**config.mk**
```make
export PLATFORM = sky130hd
export DESIGN_NAME = fir_output_requant
export DESIGN_NICKNAME = d
export VERILOG_FILES = /design/src/rtl/fir_output_requant.sv
export SDC_FILE = /design/constraint.sdc
export NUM_CORES = 1
export LEC_CHECK = 0
export BUFFER_PORTS_ARGS = -buffer_cell sky130_fd_sc_hd__buf_2
export CAP_MARGIN = 10
export CORE_MARGIN = 10
export CORE_UTILIZATION = 50
export CTS_BUF_LIST = sky130_fd_sc_hd__clkbuf_4
export CTS_CLUSTER_DIAMETER = 200
export DETAILED_ROUTE_END_ITERATION = 16
export PLACE_DENSITY = 0.7
export SYNTH_ARGS = -nofsm -noshare
export SYNTH_HDL_FRONTEND = slang
export SYNTH_SLANG_ARGS = --single-unit
```
**constraint.sdc**
```tcl
create_clock -name clk -period 2.7 [get_ports clk]
set_input_delay 0.27 -clock clk [delete_from_list [all_inputs] [get_ports clk]]
set_output_delay 0.27 -clock clk [all_outputs]
set_load 0.005 [all_outputs]
```
**src/rtl/fir_output_requant.sv**
```systemverilog
// FIR output requantiser: round, arithmetic shift and saturate the accumulator, then buffer in a small FIFO.
// Define RQ_CONVERGENT_EN to select round-half-to-even instead of round-half-up.
module fir_output_requant #(
  parameter int ACC_WIDTH  = 40,
  parameter int OUT_WIDTH  = 16,
  parameter int SHIFT      = 15,
  parameter int FIFO_DEPTH = 4
) (
  input  logic                          clk,
  input  logic                          rst,
  input  logic signed [ACC_WIDTH-1:0]   in_data,
  input  logic                          in_valid,
  output logic signed [OUT_WIDTH-1:0]   out_data,
  output logic                          out_sat,
  output logic                          out_valid,
  input  logic                          out_ready,
  output logic [$clog2(FIFO_DEPTH):0]   fill,
  output logic                          ovf,
  input  logic                          ovf_clr
);

  localparam int SUM_W  = ACC_WIDTH + 1;
  localparam int Q_W    = SUM_W - SHIFT;
  localparam int ENT_W  = OUT_WIDTH + 1;
  localparam int PTR_W  = $clog2(FIFO_DEPTH);
  localparam int FILL_W = PTR_W + 1;

  function automatic logic signed [SUM_W-1:0] round_add(input logic signed [ACC_WIDTH-1:0] x);
    logic [SUM_W-1:0] bias;
`ifdef RQ_CONVERGENT_EN
    // Bit SHIFT of x is the LSB of the truncated result; adding it breaks exact ties toward even.
    bias = (SUM_W'(1) << (SHIFT - 1)) - SUM_W'(1) + SUM_W'(x[SHIFT]);
`else
    bias = SUM_W'(1) << (SHIFT - 1);
`endif
    round_add = $signed({x[ACC_WIDTH-1], x} + bias);
  endfunction

  // Returns {sat, sample}; clipping is detected by the bits above the output sign not matching it.
  function automatic logic [ENT_W-1:0] requant(input logic signed [SUM_W-1:0] s);
    logic signed [Q_W-1:0]     q;
    logic [Q_W-OUT_WIDTH:0]    hi;
    q  = Q_W'(s >>> SHIFT);
    hi = q[Q_W-1:OUT_WIDTH-1];
    if (hi == '0 || hi == '1)
      requant = {1'b0, q[OUT_WIDTH-1:0]};
    else if (q[Q_W-1])
      requant = {1'b1, 1'b1, {(OUT_WIDTH-1){1'b0}}};
    else
      requant = {1'b1, 1'b0, {(OUT_WIDTH-1){1'b1}}};
  endfunction

  logic signed [ACC_WIDTH-1:0] r_acc_p0;
  logic signed [SUM_W-1:0]     r_sum_p1;
  logic [ENT_W-1:0]            r_ent_p2;
  logic                        r_vld_p0, r_vld_p1, r_vld_p2;

  logic [ENT_W-1:0]            r_mem [FIFO_DEPTH];
  logic [PTR_W-1:0]            r_wr_ptr, r_rd_ptr;
  logic [FILL_W-1:0]           r_fill;
  logic                        r_ovf;

  logic                        w_full, w_pop, w_wr, w_drop;
  logic [PTR_W-1:0]            w_last_ptr;
  logic [ENT_W-1:0]            w_head;

  always_ff @(posedge clk or posedge rst) begin
    if (rst) begin
      r_vld_p0 <= 1'b0;
      r_vld_p1 <= 1'b0;
      r_vld_p2 <= 1'b0;
    end else begin
      r_vld_p0 <= in_valid;
      r_vld_p1 <= r_vld_p0;
      r_vld_p2 <= r_vld_p1;
    end
  end

  // p0: capture, p1: add rounding bias, p2: shift and saturate
  always_ff @(posedge clk) begin
    r_acc_p0 <= in_data;
    r_sum_p1 <= round_add(r_acc_p0);
    r_ent_p2 <= requant(r_sum_p1);
  end

  assign w_full = (r_fill == FILL_W'(FIFO_DEPTH));
  assign w_pop  = out_valid && out_ready;
  assign w_wr   = r_vld_p2 && (!w_full || w_pop);
  assign w_drop = r_vld_p2 && w_full && !w_pop;

  // FIFO write at the end of the p2 cycle
  always_ff @(posedge clk or posedge rst) begin
    if (rst) begin
      r_wr_ptr <= '0;
      r_rd_ptr <= '0;
      r_fill   <= '0;
      r_ovf    <= 1'b0;
      for (int i = 0; i < FIFO_DEPTH; i++) r_mem[i] <= '0;
    end else begin
      if (w_wr) begin
        r_mem[r_wr_ptr] <= r_ent_p2;
        r_wr_ptr        <= r_wr_ptr + PTR_W'(1);
      end
      if (w_pop) r_rd_ptr <= r_rd_ptr + PTR_W'(1);
      r_fill <= r_fill + FILL_W'(w_wr) - FILL_W'(w_pop);
      if (w_drop)
        r_ovf <= 1'b1;
      else if (ovf_clr)
        r_ovf <= 1'b0;
    end
  end

  // When empty, show the most recently popped entry so the output does not jump to stale slots.
  assign w_last_ptr = r_rd_ptr - PTR_W'(1);
  assign w_head     = (r_fill == '0) ? r_mem[w_last_ptr] : r_mem[r_rd_ptr];

  assign out_sat   = w_head[ENT_W-1];
  assign out_data  = $signed(w_head[OUT_WIDTH-1:0]);
  assign out_valid = (r_fill != '0);
  assign fill      = r_fill;
  assign ovf       = r_ovf;

endmodule

```
==> results of run 1 <==
where the power goes:
part | leakage [nW] | switching, W | total [W] | internal (W)
Sequential | 1.50 | 0.000435 | 0.00326 | 0.00282
Combinational | 1.42 | 0.00144 | 0.00292 | 0.00147
Clock | 0.170 | 0.000802 | 0.00148 | 0.000680
Total | 3.10 | 0.00268 | 0.00765 | 0.00497
per-layer routing:
metal	wire length [um]	part of all wire	track usage	vias to the layer above
met5	0	0	0	-
met4	178	0.015	0.0676	0
met1	5290	0.43	0.177	1983
li1	-	-	-	1919
met3	648	0.053	0.0472	17
met2	6120	0.50	0.258	86
stage by stage:
stage / total power, W / area, um2
2_1_floorplan: 0.00515 / 5930
3_3_place_gp: 0.00589 / 6300
3_5_place_dp: 0.00604 / 6300
4_1_cts: 0.00762 / 6970
5_1_grt: 0.00819 / 7040
6_report: 0.00765 / 7040
final cells by class:
type / count / area share
clock buffer: 19 / 0.0203
clock inverter: 13 / 0.0244
inverter: 12 / 0.00711
multi-input combinational: 298 / 0.343
sequential: 148 / 0.478
tap: 143 / 0.0254
timing repair buffer: 100 / 0.102
worst paths after layout:
kind | from | end | depth (start not counted)
setup / recovery | fill[2]$_DFF_PP0_ | out_data[13] | 7
hold / removal | out_ready | ovf$_DFFE_PP0P_ | 4
setup reg to reg | fill[2]$_DFF_PP0_ | fill[2]$_DFF_PP0_ | 10
hold reg to reg | r_vld_p1$_DFF_PP0_ | r_vld_p2$_DFF_PP0_ | 0
max in group asynchronous | rst | r_mem[6]$_DFFE_PP0P_ | 4
min in group asynchronous | rst | r_wr_ptr[1]$_DFFE_PP0P_ | 4
kinds of logic after synthesis:
logic type / after synthesis / share of synthesized area
DFF: 148 / 0.566
xor gates and xnor gates: 29 / 0.0428
and+or+nand+nor: 85 / 0.0800
AOI/OAI and AO/OA: 90 / 0.103
buffers and inverters: 36 / 0.0325
adders and majority gates: 8 / 0.0181
muxes: 85 / 0.158
sequential cells by signal, indices dropped and copies added (netlist names):
register / flops
fill: 3
ovf: 1
r_acc_p0: 26
r_ent_p2: 17
r_mem: 68
r_rd_ptr: 2
r_sum_p1: 26
r_vld_p0: 1
r_vld_p1: 1
r_vld_p2: 1
r_wr_ptr: 2
timing repair:
item | 4_1_cts | 5_1_grt
resized for setup | 6 | 6
pin swaps | 2 | 3
endpoints found under the hold margin | 107 | 0
setup buffers | 4 | 5
hold buffers | 29 | 0
setup endpoints to repair | 4 | 16
gates cloned | 0 | 1
worst reg2reg max path: cells and delay by family, from the launching register on:
| kind | cells | cell delay, ps |
|---|---|---|
| and+or+nand+nor | 2 | 450 |
| adders and majority gates | 3 | 840 |
| buffers and inverters | 3 | 310 |
| xor gates and xnor gates | 2 | 320 |
| DFF | 1 | 450 |
cell usage in the layout, fill, tap and decap left out, types with 19 or more instances in the layout:
master and instances:
dfxtp_1 69, o21ai_0 20, buf_2 52, dfrtp_1 76, dlygate4sd3_1 29, mux2_2 67, clkbuf_4 19, nor2_1 24
==> run_results.csv, run 1 <==
group,metric,value,unit
timing,setup_viol_count_final,0,
timing,fin_crit,2590,ps
synth,ys_warn_count,0,
worst_setup_path,path_cells,"nor3_4 -> buf_4 -> buf_8 -> nor2_1 -> a21o_2 -> o2bb2ai_1 -> buf_2",
synth,ys_types,42,
route,drt-pass1-iter-count,5,
synth,yosys_most_used_dff,"dfrtp_1",
global_routing,grt_pass1_vias,4150,
synth,yosysSeqAreaShare,0.566,
timing,hold_ws,65.5,ps
worst_setup_path,cp_slowest_cell,"dfrtp_2",
global_routing,grt_first_pass_wirelength,20100,um
synth,ys_top_cells_by_area,"dfrtp_1 33%, dfxtp_1 23%, mux2_2 13%",
layout,synthToLayoutAreaGrowth,18.6,%
cts,clkLatencyLatePin,540,ps
worst_setup_path,max_stage_delay,450,ps
synth,yosysTopAreaCell,"dfrtp_1",
layout,finish.utilization,0.611,
timing,fin_tns_setup,0,ps
worst_setup_path,startpoint_type,"flop",
power,leakagePower,3.10,nW
route,drcViolationCount,0,
timing,fmax,386,MHz
worst_setup_path,worstPathArrival,2320,ps
status,outcome,"finished, final reports clean",
layout,multiInputGateArea,2410,um2
power,p_per_area,1090,nW/um2
global_routing,antenna_found_initial,0,
route,wl_per_cell,16.7,um
synth,synth_edf_count,0,
worst_setup_path,r2r_slack,260,ps
worst_setup_path,worstSetupEndpointType,"primary output",
timing,fin_skew,15.8,ps
global_routing,grt_max_degree,50,
power,peakVddDrop,0.000438,V
cts,clock_sinks,148,
cts,cts_made_buffers,17,
die,fp-row-count,39,
die,pin_count,67,
synth,yosysMostFrequentCell,"dfrtp_1",
die,core_area,11500,um2
timing,relSlewSlack,0.369,
layout,seqCellArea,3360,um2
place,dp_cells,662,
cts,cts_tree,"built",
route,avgViaCountPerCell,5.46,
place,dp_hpwl,7790,um
worst_setup_path,crit_required,2430,ps
synth,synth.top_cell.area_share,0.333,
hold_path,hold_path_class,"input port to flop",
cts,clk_path_buf_depth,2,
layout,fillerInstances,908,
synth,async_reset_ff_frac,0.534,
layout,finalNetCount,630,
worst_setup_path,cp_top_family,"compound AO/OA/AOI/OAI gates",
synth,synth_cells,481,
worst_setup_path,crit_buf_inv,3,
die,die_h,129,um
route,wl,12200,um
cts,path_clk_slew,130,ps
synth,synth_nets,534,
synth,synth_area,5930,um2
timing,timing.final.crit_share,0.960,
synth,synth_commonest_cells,"79 x dfrtp_1, 69 x dfxtp_1, 67 x mux2_2, 24 x nor2_1, 20 x o21ai_0",
place,place_ws,297,ps
place,place.gp.congestion,0.786,
synth,avgSynthCellArea,12.3,um2
timing,worst_slew_pin_slew,947,ps
place,numPortBuffers,52,
timing,fin_ws,108,ps
route,ant_nets,0,
timing,hold_viol,0,
timing,report.final.slew_viol_count,0,
route,num_vias,4005,
synth,ys_ff_latch,148,
global_routing,grt_use_total,0.153,
worst_setup_path,path_class,"flop to primary output",
die,initial_core_util,0.515,
worst_setup_path,crit_fanout,18,
die,dieWidth,129,um
run,cap_violations,0,
layout,n_antenna_cell,0,
die,die-area,16600,um2
global_routing,grt-ovfl-total,0,
layout,stdcell_count,733,
route,drtIter0Drc,193,
layout,drive_gt1_frac,0.322,
cts,htreeDepth,4,
cts,clockRootBuffer,"clkbuf_4",
No activity file was read; power rests on OpenSTA's default activity.
==> inputs of run 2 (changes only) <==
--- a/config.mk
+++ b/config.mk
@@ -13,6 +13,7 @@
 export CTS_CLUSTER_DIAMETER = 200
 export DETAILED_ROUTE_END_ITERATION = 16
 export PLACE_DENSITY = 0.7
+export REMOVE_ABC_BUFFERS = 1
 export SYNTH_ARGS = -nofsm -noshare
 export SYNTH_HDL_FRONTEND = slang
 export SYNTH_SLANG_ARGS = --single-unit
==> run 2 against run 1 <==
Against the previous run:
- clock power is 7% lower
- largest cell class unchanged
- hold slack better by 57 ps
- maximum frequency is 1.5% lower
- highest routed layer unchanged
==> run_results.csv, run 2 (synthesis gave the netlist of run 1 again) <==
group,metric,value,unit
status,outcome,"finished, final reports clean",
worst_setup_path,reg2regPathDepth,9,
layout,regMostFlops,"r_mem",
timing,timing.final.crit_share,0.975,
route,wl,11800,um
global_routing,grt_use_total,0.146,
worst_setup_path,startpoint_type,"flop",
timing,worst_slew_pin_slew,937,ps
worst_setup_path,cp_top_family,"buffers and inverters",
route,ant_nets,0,
worst_setup_path,crit_fanout,8,
power,power.total,0.00755,W
power,p_sw,0.00260,W
timing,hold_viol,0,
layout,reg_top3,"r_mem x68, r_acc_p0 x26, r_sum_p1 x26",
global_routing,grt_first_pass_wirelength,19000,um
layout,drive_gt1_frac,0.314,
place,dp_hpwl,7470,um
timing,fin_tns_setup,0,ps
layout,finalNetCount,633,
worst_setup_path,worstPathArrival,2360,ps
worst_setup_path,cp-endpoint,"out_data[0]",
timing,fin_crit,2630,ps
die,fp-row-count,39,
route,avgViaCountPerCell,5.37,
die,dieWidth,129,um
timing,report.final.slew_viol_count,0,
route,drt-pass1-iter-count,4,
layout,final_cell_mix,"77 x dfrtp_1, 69 x dfxtp_1, 67 x mux2_2",
route,num_vias,3954,
cts,clkLatencyLatePin,540,ps
worst_setup_path,cp.depth,8,
worst_setup_path,path_cells,"nor3_4 -> clkinv_4 -> buf_8 -> nor2_4 -> buf_12 -> a211oi_1 -> o2bb2ai_1 -> buf_2",
die,die-area,16600,um2
cts,cts_made_buffers,17,
hold_path,hold_path_class,"input port to flop",
worst_setup_path,r2r_end,"fill[2]$_DFF_PP0_",
global_routing,antenna_found_initial,0,
layout,n_antenna_cell,0,
cts,clk_path_buf_depth,2,
layout,synthToLayoutAreaGrowth,18.9,%
power,p_int,0.00494,W
power,swShare,0.345,
worst_setup_path,crit_required,2430,ps
power,p_per_area,1070,nW/um2
worst_setup_path,cp_slowest_cell,"dfrtp_2",
die,initial_core_util,0.515,
route,drcViolationCount,0,
power,clkPwrFrac,0.183,
cts,clock_sinks,148,
power,peakVddDrop,0.000381,V
worst_setup_path,crit_buf_inv,4,
worst_setup_path,r2r_start,"fill[1]$_DFF_PP0_",
place,place.gp.congestion,0.787,
timing,setup_viol_count_final,0,
place,numPortBuffers,52,
global_routing,grt_pass1_vias,3984,
route,wl_per_cell,16.0,um
timing,fin_ws,67.1,ps
global_routing,grt-ovfl-total,0,
power,seq_power_share,0.429,
worst_setup_path,r2r_slack,400,ps
route,drtIter0Drc,198,
worst_setup_path,path_class,"flop to primary output",
run,cap_violations,0,
cts,cts_tree,"built",
layout,largest_reg_flops,68,
worst_setup_path,max_stage_delay,450,ps
cts,path_clk_slew,120,ps
cts,htreeDepth,4,
power,leakagePower,3.11,nW
die,die_h,129,um
timing,hold_ws,122,ps
timing,fmax,380,MHz
cts,clockRootBuffer,"clkbuf_4",
worst_setup_path,worstSetupEndpointType,"primary output",
die,core_area,11500,um2
layout,layout_commonest_cell,"dfrtp_1",
timing,relSlewSlack,0.375,
worst_setup_path,cp-startpoint,"fill[1]$_DFF_PP0_",
place,place_ws,362,ps
timing,fin_skew,12.6,ps
global_routing,grt_max_degree,80,
power,combinationalPowerShare,0.387,
die,pin_count,67,
==> run 2: cell types whose count changed in the layout (fill, tap and decap cells not counted), sizes merged <==
cell,change
inv,-4
buf,+2
clkinvlp,+1
clkinv,+5
clkbuf,-2
dlygate4sd3,+1
==> run 2: layout make-up <==
cell class	instances	area, um2
Fill cell	878	4470
Sequential cell	148	3360
Multi-Input combinational cell	298	2410
Timing Repair Buffer	103	762
Tap cell	143	179
Clock inverter	15	164
Clock buffer	17	128
Inverter	12	50.0
==> run 2: layer usage <==
metal  wire length [um]  part of all wire  global-route usage  vias up
met2               5660              0.48               0.235      102
li1                   -                 -                   -     1913
met4                410             0.035              0.0903        0
met5                  0                 0                   0        -
met3                582             0.049              0.0448       32
met1               5130              0.44               0.167     1907
==> run 2: worst register-to-register path, stage by stage, from the launching register on <==
cell	delay, ps
dfrtp_2	450
nor3_4	260
clkinv_4	120
and2_1	210
ha_1	280
inv_1	30
ha_1	180
fa_1	380
xor2_1	160
xnor2_1	120
==> run 2: worst min path at each step <==
stage | start | endpoint | slack (ps) | cells after the start
5_1_grt | out_ready | r_rd_ptr[0]$_DFFE_PP0P_ | 120 | 3
2_1_floorplan | in_data[14] | r_acc_p0[14]$_DFF_P_ | 300 | 0
3_5_place_dp | r_vld_p0$_DFF_PP0_ | r_vld_p1$_DFF_PP0_ | 330 | 0
4_1_cts | out_ready | r_rd_ptr[0]$_DFFE_PP0P_ | 80 | 3
6_report | out_ready | r_rd_ptr[0]$_DFFE_PP0P_ | 120 | 3
3_3_place_gp | r_vld_p0$_DFF_PP0_ | r_vld_p1$_DFF_PP0_ | 340 | 0
==> run 2: power by group through the flow <==
stage / logic [W] / clock network [W] / registers [W]
finish: 0.00292 / 0.00138 / 0.00324
global route: 0.00324 / 0.00152 / 0.00331
CTS: 0.00283 / 0.00143 / 0.00323
detailed placement: 0.00274 / 0 / 0.00328
global placement: 0.00266 / 0 / 0.00323
floorplan: 0.00177 / 0 / 0.00325
==> run 2: what timing repair did <==
action | 4_1_cts | 5_1_grt
hold buffers | 30 | 0
cloned | 0 | 1
hold endpoints to repair | 107 | 0
buffers inserted | 4 | 7
setup endpoints to repair | 17 | 17
resized for setup | 2 | 9
pin swaps | 1 | 5
==> run 2: through the flow <==
step	cell area, um2	instances	util
finish	7050	736	0.612
global route	7050	736	0.612
CTS	6960	728	0.604
detailed placement	6320	662	0.548
global placement	6320	662	0.548
floorplan	5780	457	-
==> inputs of run 3 (changes only) <==
--- a/config.mk
+++ b/config.mk
@@ -5,6 +5,7 @@
 export SDC_FILE = /design/constraint.sdc
 export NUM_CORES = 1
 export LEC_CHECK = 0
+export ABC_AREA = 1
 export BUFFER_PORTS_ARGS = -buffer_cell sky130_fd_sc_hd__buf_2
 export CAP_MARGIN = 10
 export CORE_MARGIN = 10
@@ -12,7 +13,7 @@
 export CTS_BUF_LIST = sky130_fd_sc_hd__clkbuf_4
 export CTS_CLUSTER_DIAMETER = 200
 export DETAILED_ROUTE_END_ITERATION = 16
-export PLACE_DENSITY = 0.7
+export PLACE_DENSITY = 0.69
 export REMOVE_ABC_BUFFERS = 1
 export SYNTH_ARGS = -nofsm -noshare
 export SYNTH_HDL_FRONTEND = slang
==> run 3 against run 2 <==
Against the previous run:
- combinational power increased by 6%
- register-to-register slack better by 130 ps
- utilization decreased by 3.3 points
- setup slack gained 140 ps
- highest routed layer unchanged
- wire length is 20% higher
- clock skew grew 2.0 ps
- largest cell class unchanged
- hold slack gained 200 ps
==> run_results.csv, run 3 <==
group,metric,value,unit
synth,synth_area,6650,um2
die,initial_core_util,0.506,
layout,final_cell_mix,"327 x nand2_1, 101 x o21ai_0, 78 x dfrtp_1",
global_routing,antenna_found_initial,0,
synth,synth_top_family_by_area,"simple AND/OR/NAND/NOR gates",
timing,relSlewSlack,0.516,
synth,avgSynthCellArea,7.80,um2
place,numPortBuffers,52,
layout,fillerInstances,1248,
synth,synth-simple-area-share,0.260,
layout,largest_reg_flops,68,
worst_setup_path,worstSetupEndpointType,"primary output",
synth,yosys_most_used_dff,"dfrtp_1",
global_routing,grt.met1_usage,0.193,
layout,regMostFlops,"r_mem",
worst_setup_path,crit_buf_inv,1,
status,outcome,"finished, final reports clean",
route,ant_nets,0,
worst_setup_path,cp-startpoint,"r_rd_ptr[0]$_DFFE_PP0P_",
layout,synthToLayoutAreaGrowth,14.4,%
die,pin_count,67,
synth,synth_compound_area_frac,0.113,
timing,report.final.slew_viol_count,0,
place,dp_cells,1052,
synth,async_reset_ff_frac,0.534,
synth,synth_commonest_cells,"328 x nand2_1, 101 x o21ai_0, 79 x dfrtp_1, 69 x dfxtp_1, 68 x inv_1",
timing,fmax,402,MHz
timing,rsz0062_at_grt,"no",
layout,reg_top3,"r_mem x68, r_acc_p0 x26, r_sum_p1 x26",
power,p_per_area,1040,nW/um2
global_routing,grt_max_degree,57,
layout,final_cell_area,7600,um2
cts,clockRootBuffer,"clkbuf_4",
route,num_vias,5350,
global_routing,met3_usage,0.0389,
global_routing,grt_busiest_layer,"met2",
synth,ys_warn_count,0,
synth,synth_mux_area_frac,0,
synth,synth_xor_area_frac,0.0250,
worst_setup_path,path_class,"flop to primary output",
synth,synth_cells,852,
cts,cts_tree,"built",
synth,ys_types,32,
worst_setup_path,worstPathArrival,2220,ps
timing,timing.final.crit_share,0.922,
cts,htreeDepth,4,
place,placed_area,6940,um2
layout,finalNetCount,979,
route,drtIter0Drc,308,
synth,yosysMostFrequentCell,"nand2_1",
layout,stdcell_count,1115,
synth,synth_edf_count,0,
power,peakVddDrop,0.000454,V
synth,synth_fa_ha_area_frac,0.0162,
place,place.gp.congestion,0.876,
die,fp-row-count,42,
cts,path_clk_slew,120,ps
timing,fin_crit,2490,ps
synth,yosysTopAreaCell,"dfrtp_1",
timing,setup_viol_count_final,0,
timing,fin_tns_setup,0,ps
worst_setup_path,path_cells,"nor2_1 -> a21oi_1 -> o21ai_0 -> nand2_1 -> buf_2",
timing,fin_skew,14.6,ps
timing,hold_ws,326,ps
layout,finish.utilization,0.579,
worst_setup_path,crit_fanout,21,
worst_setup_path,crit_required,2430,ps
die,die-area,18300,um2
synth,ys_ff_latch,148,
timing,hold_viol,0,
power,leakagePower,3.75,nW
layout,drive_gt1_frac,0.121,
timing,worst_slew_pin_slew,725,ps
synth,synth.top_cell.area_share,0.297,
run,cap_violations,0,
route,wl_per_cell,12.7,um
worst_setup_path,startpoint_type,"flop",
global_routing,grt_use_total,0.162,
die,core_area,13100,um2
route,wl,14200,um
global_routing,grt_use_met2,0.278,
route,drcViolationCount,0,
cts,cts_made_buffers,17,
die,die_h,135,um
worst_setup_path,cp_top_family,"simple AND/OR/NAND/NOR gates",
synth,yosysSeqAreaShare,0.505,
worst_setup_path,max_stage_delay,610,ps
place,dp_hpwl,9180,um
route,drt-pass1-iter-count,5,
cts,clkLatencyLatePin,550,ps
layout,n_antenna_cell,0,
global_routing,grt_pass1_vias,5110,
cts,clock_sinks,148,
synth,ys_top_cells_by_area,"dfrtp_1 30%, dfxtp_1 21%, nand2_1 19%",
route,avgViaCountPerCell,4.80,
global_routing,grt_first_pass_wirelength,24200,um
cts,clk_path_buf_depth,2,
hold_path,hold_path_class,"input port to asynchronous set/reset pin",
worst_setup_path,r2r_start,"fill[1]$_DFF_PP0_",
die,dieWidth,135,um
layout,layout_commonest_cell,"nand2_1",
global_routing,grt-ovfl-total,0,
worst_setup_path,cp_slowest_cell,"dfrtp_4",
## run 3: through the flow
| step | total power (W) | setup slack, ps |
|---|---|---|
| 2_1_floorplan | 0.00522 | -59.6 |
| 3_5_place_dp | 0.00633 | 521 |
| 3_3_place_gp | 0.00625 | 531 |
| 4_1_cts | 0.00800 | 36.2 |
| 5_1_grt | 0.00868 | 60.1 |
| 6_report | 0.00794 | 212 |
## run 3: layout make-up
| type | instances | area (um2) | share of cell area |
|---|---|---|---|
| clock buffers | 19 | 143 | 0.0188 |
| flip-flops and latches | 148 | 3360 | 0.442 |
| inverters | 70 | 267 | 0.0351 |
| multi-input cells | 597 | 2760 | 0.363 |
| repair buffers | 92 | 652 | 0.0857 |
| clock inverters | 13 | 203 | 0.0267 |
| well taps | 176 | 220 | 0.0290 |
## run 3: worst min-delay path, stage by stage
cell and delay, ps:
dlygate4sd3_1 550, buf_2 130, inv_2 380
## run 3: repair_timing
action | in CTS | in global routing
endpoints found under the setup margin | 8 | 12
hold buffers | 30 | 0
endpoints found under the hold margin | 52 | 0
setup buffers | 0 | 1
gates resized for setup | 1 | 2
## run 3: per-layer routing
metal | share of wire | wire length [um]
met5 | 0 | 0
met4 | 0.017 | 242
met3 | 0.037 | 524
met2 | 0.48 | 6840
met1 | 0.46 | 6550
## run 3: logic make-up after synthesis
logic type | after synthesis
AND/OR/NAND/NOR | 425
flip-flops | 148
AO/OA/AOI/OAI | 145
buffers and inverters | 107
XOR/XNOR | 19
adder cells (fa/ha/maj) | 8
## run 3: worst paths after layout
| path | to | slack, ps | depth (start not counted) |
|---|---|---|---|
| max | out_data[12] | 210 | 5 |
| min | fill[0]$_DFF_PP0_ | 330 | 3 |
| max reg2reg | fill[2]$_DFF_PP0_ | 530 | 9 |
| min reg2reg | r_vld_p2$_DFF_PP0_ | 370 | 0 |
| max in group asynchronous | r_rd_ptr[0]$_DFFE_PP0P_ | 1700 | 4 |
| min in group clk | r_acc_p0[23]$_DFF_P_ | 350 | 2 |
## run 3: where the power goes
group          total [W]  leakage (nW)  internal, W  switching [W]
clock            0.00161         0.192     0.000850       0.000762
sequential       0.00324          1.56      0.00280       0.000443
combinational    0.00309          2.00      0.00119        0.00191
total            0.00794          3.75      0.00483        0.00311
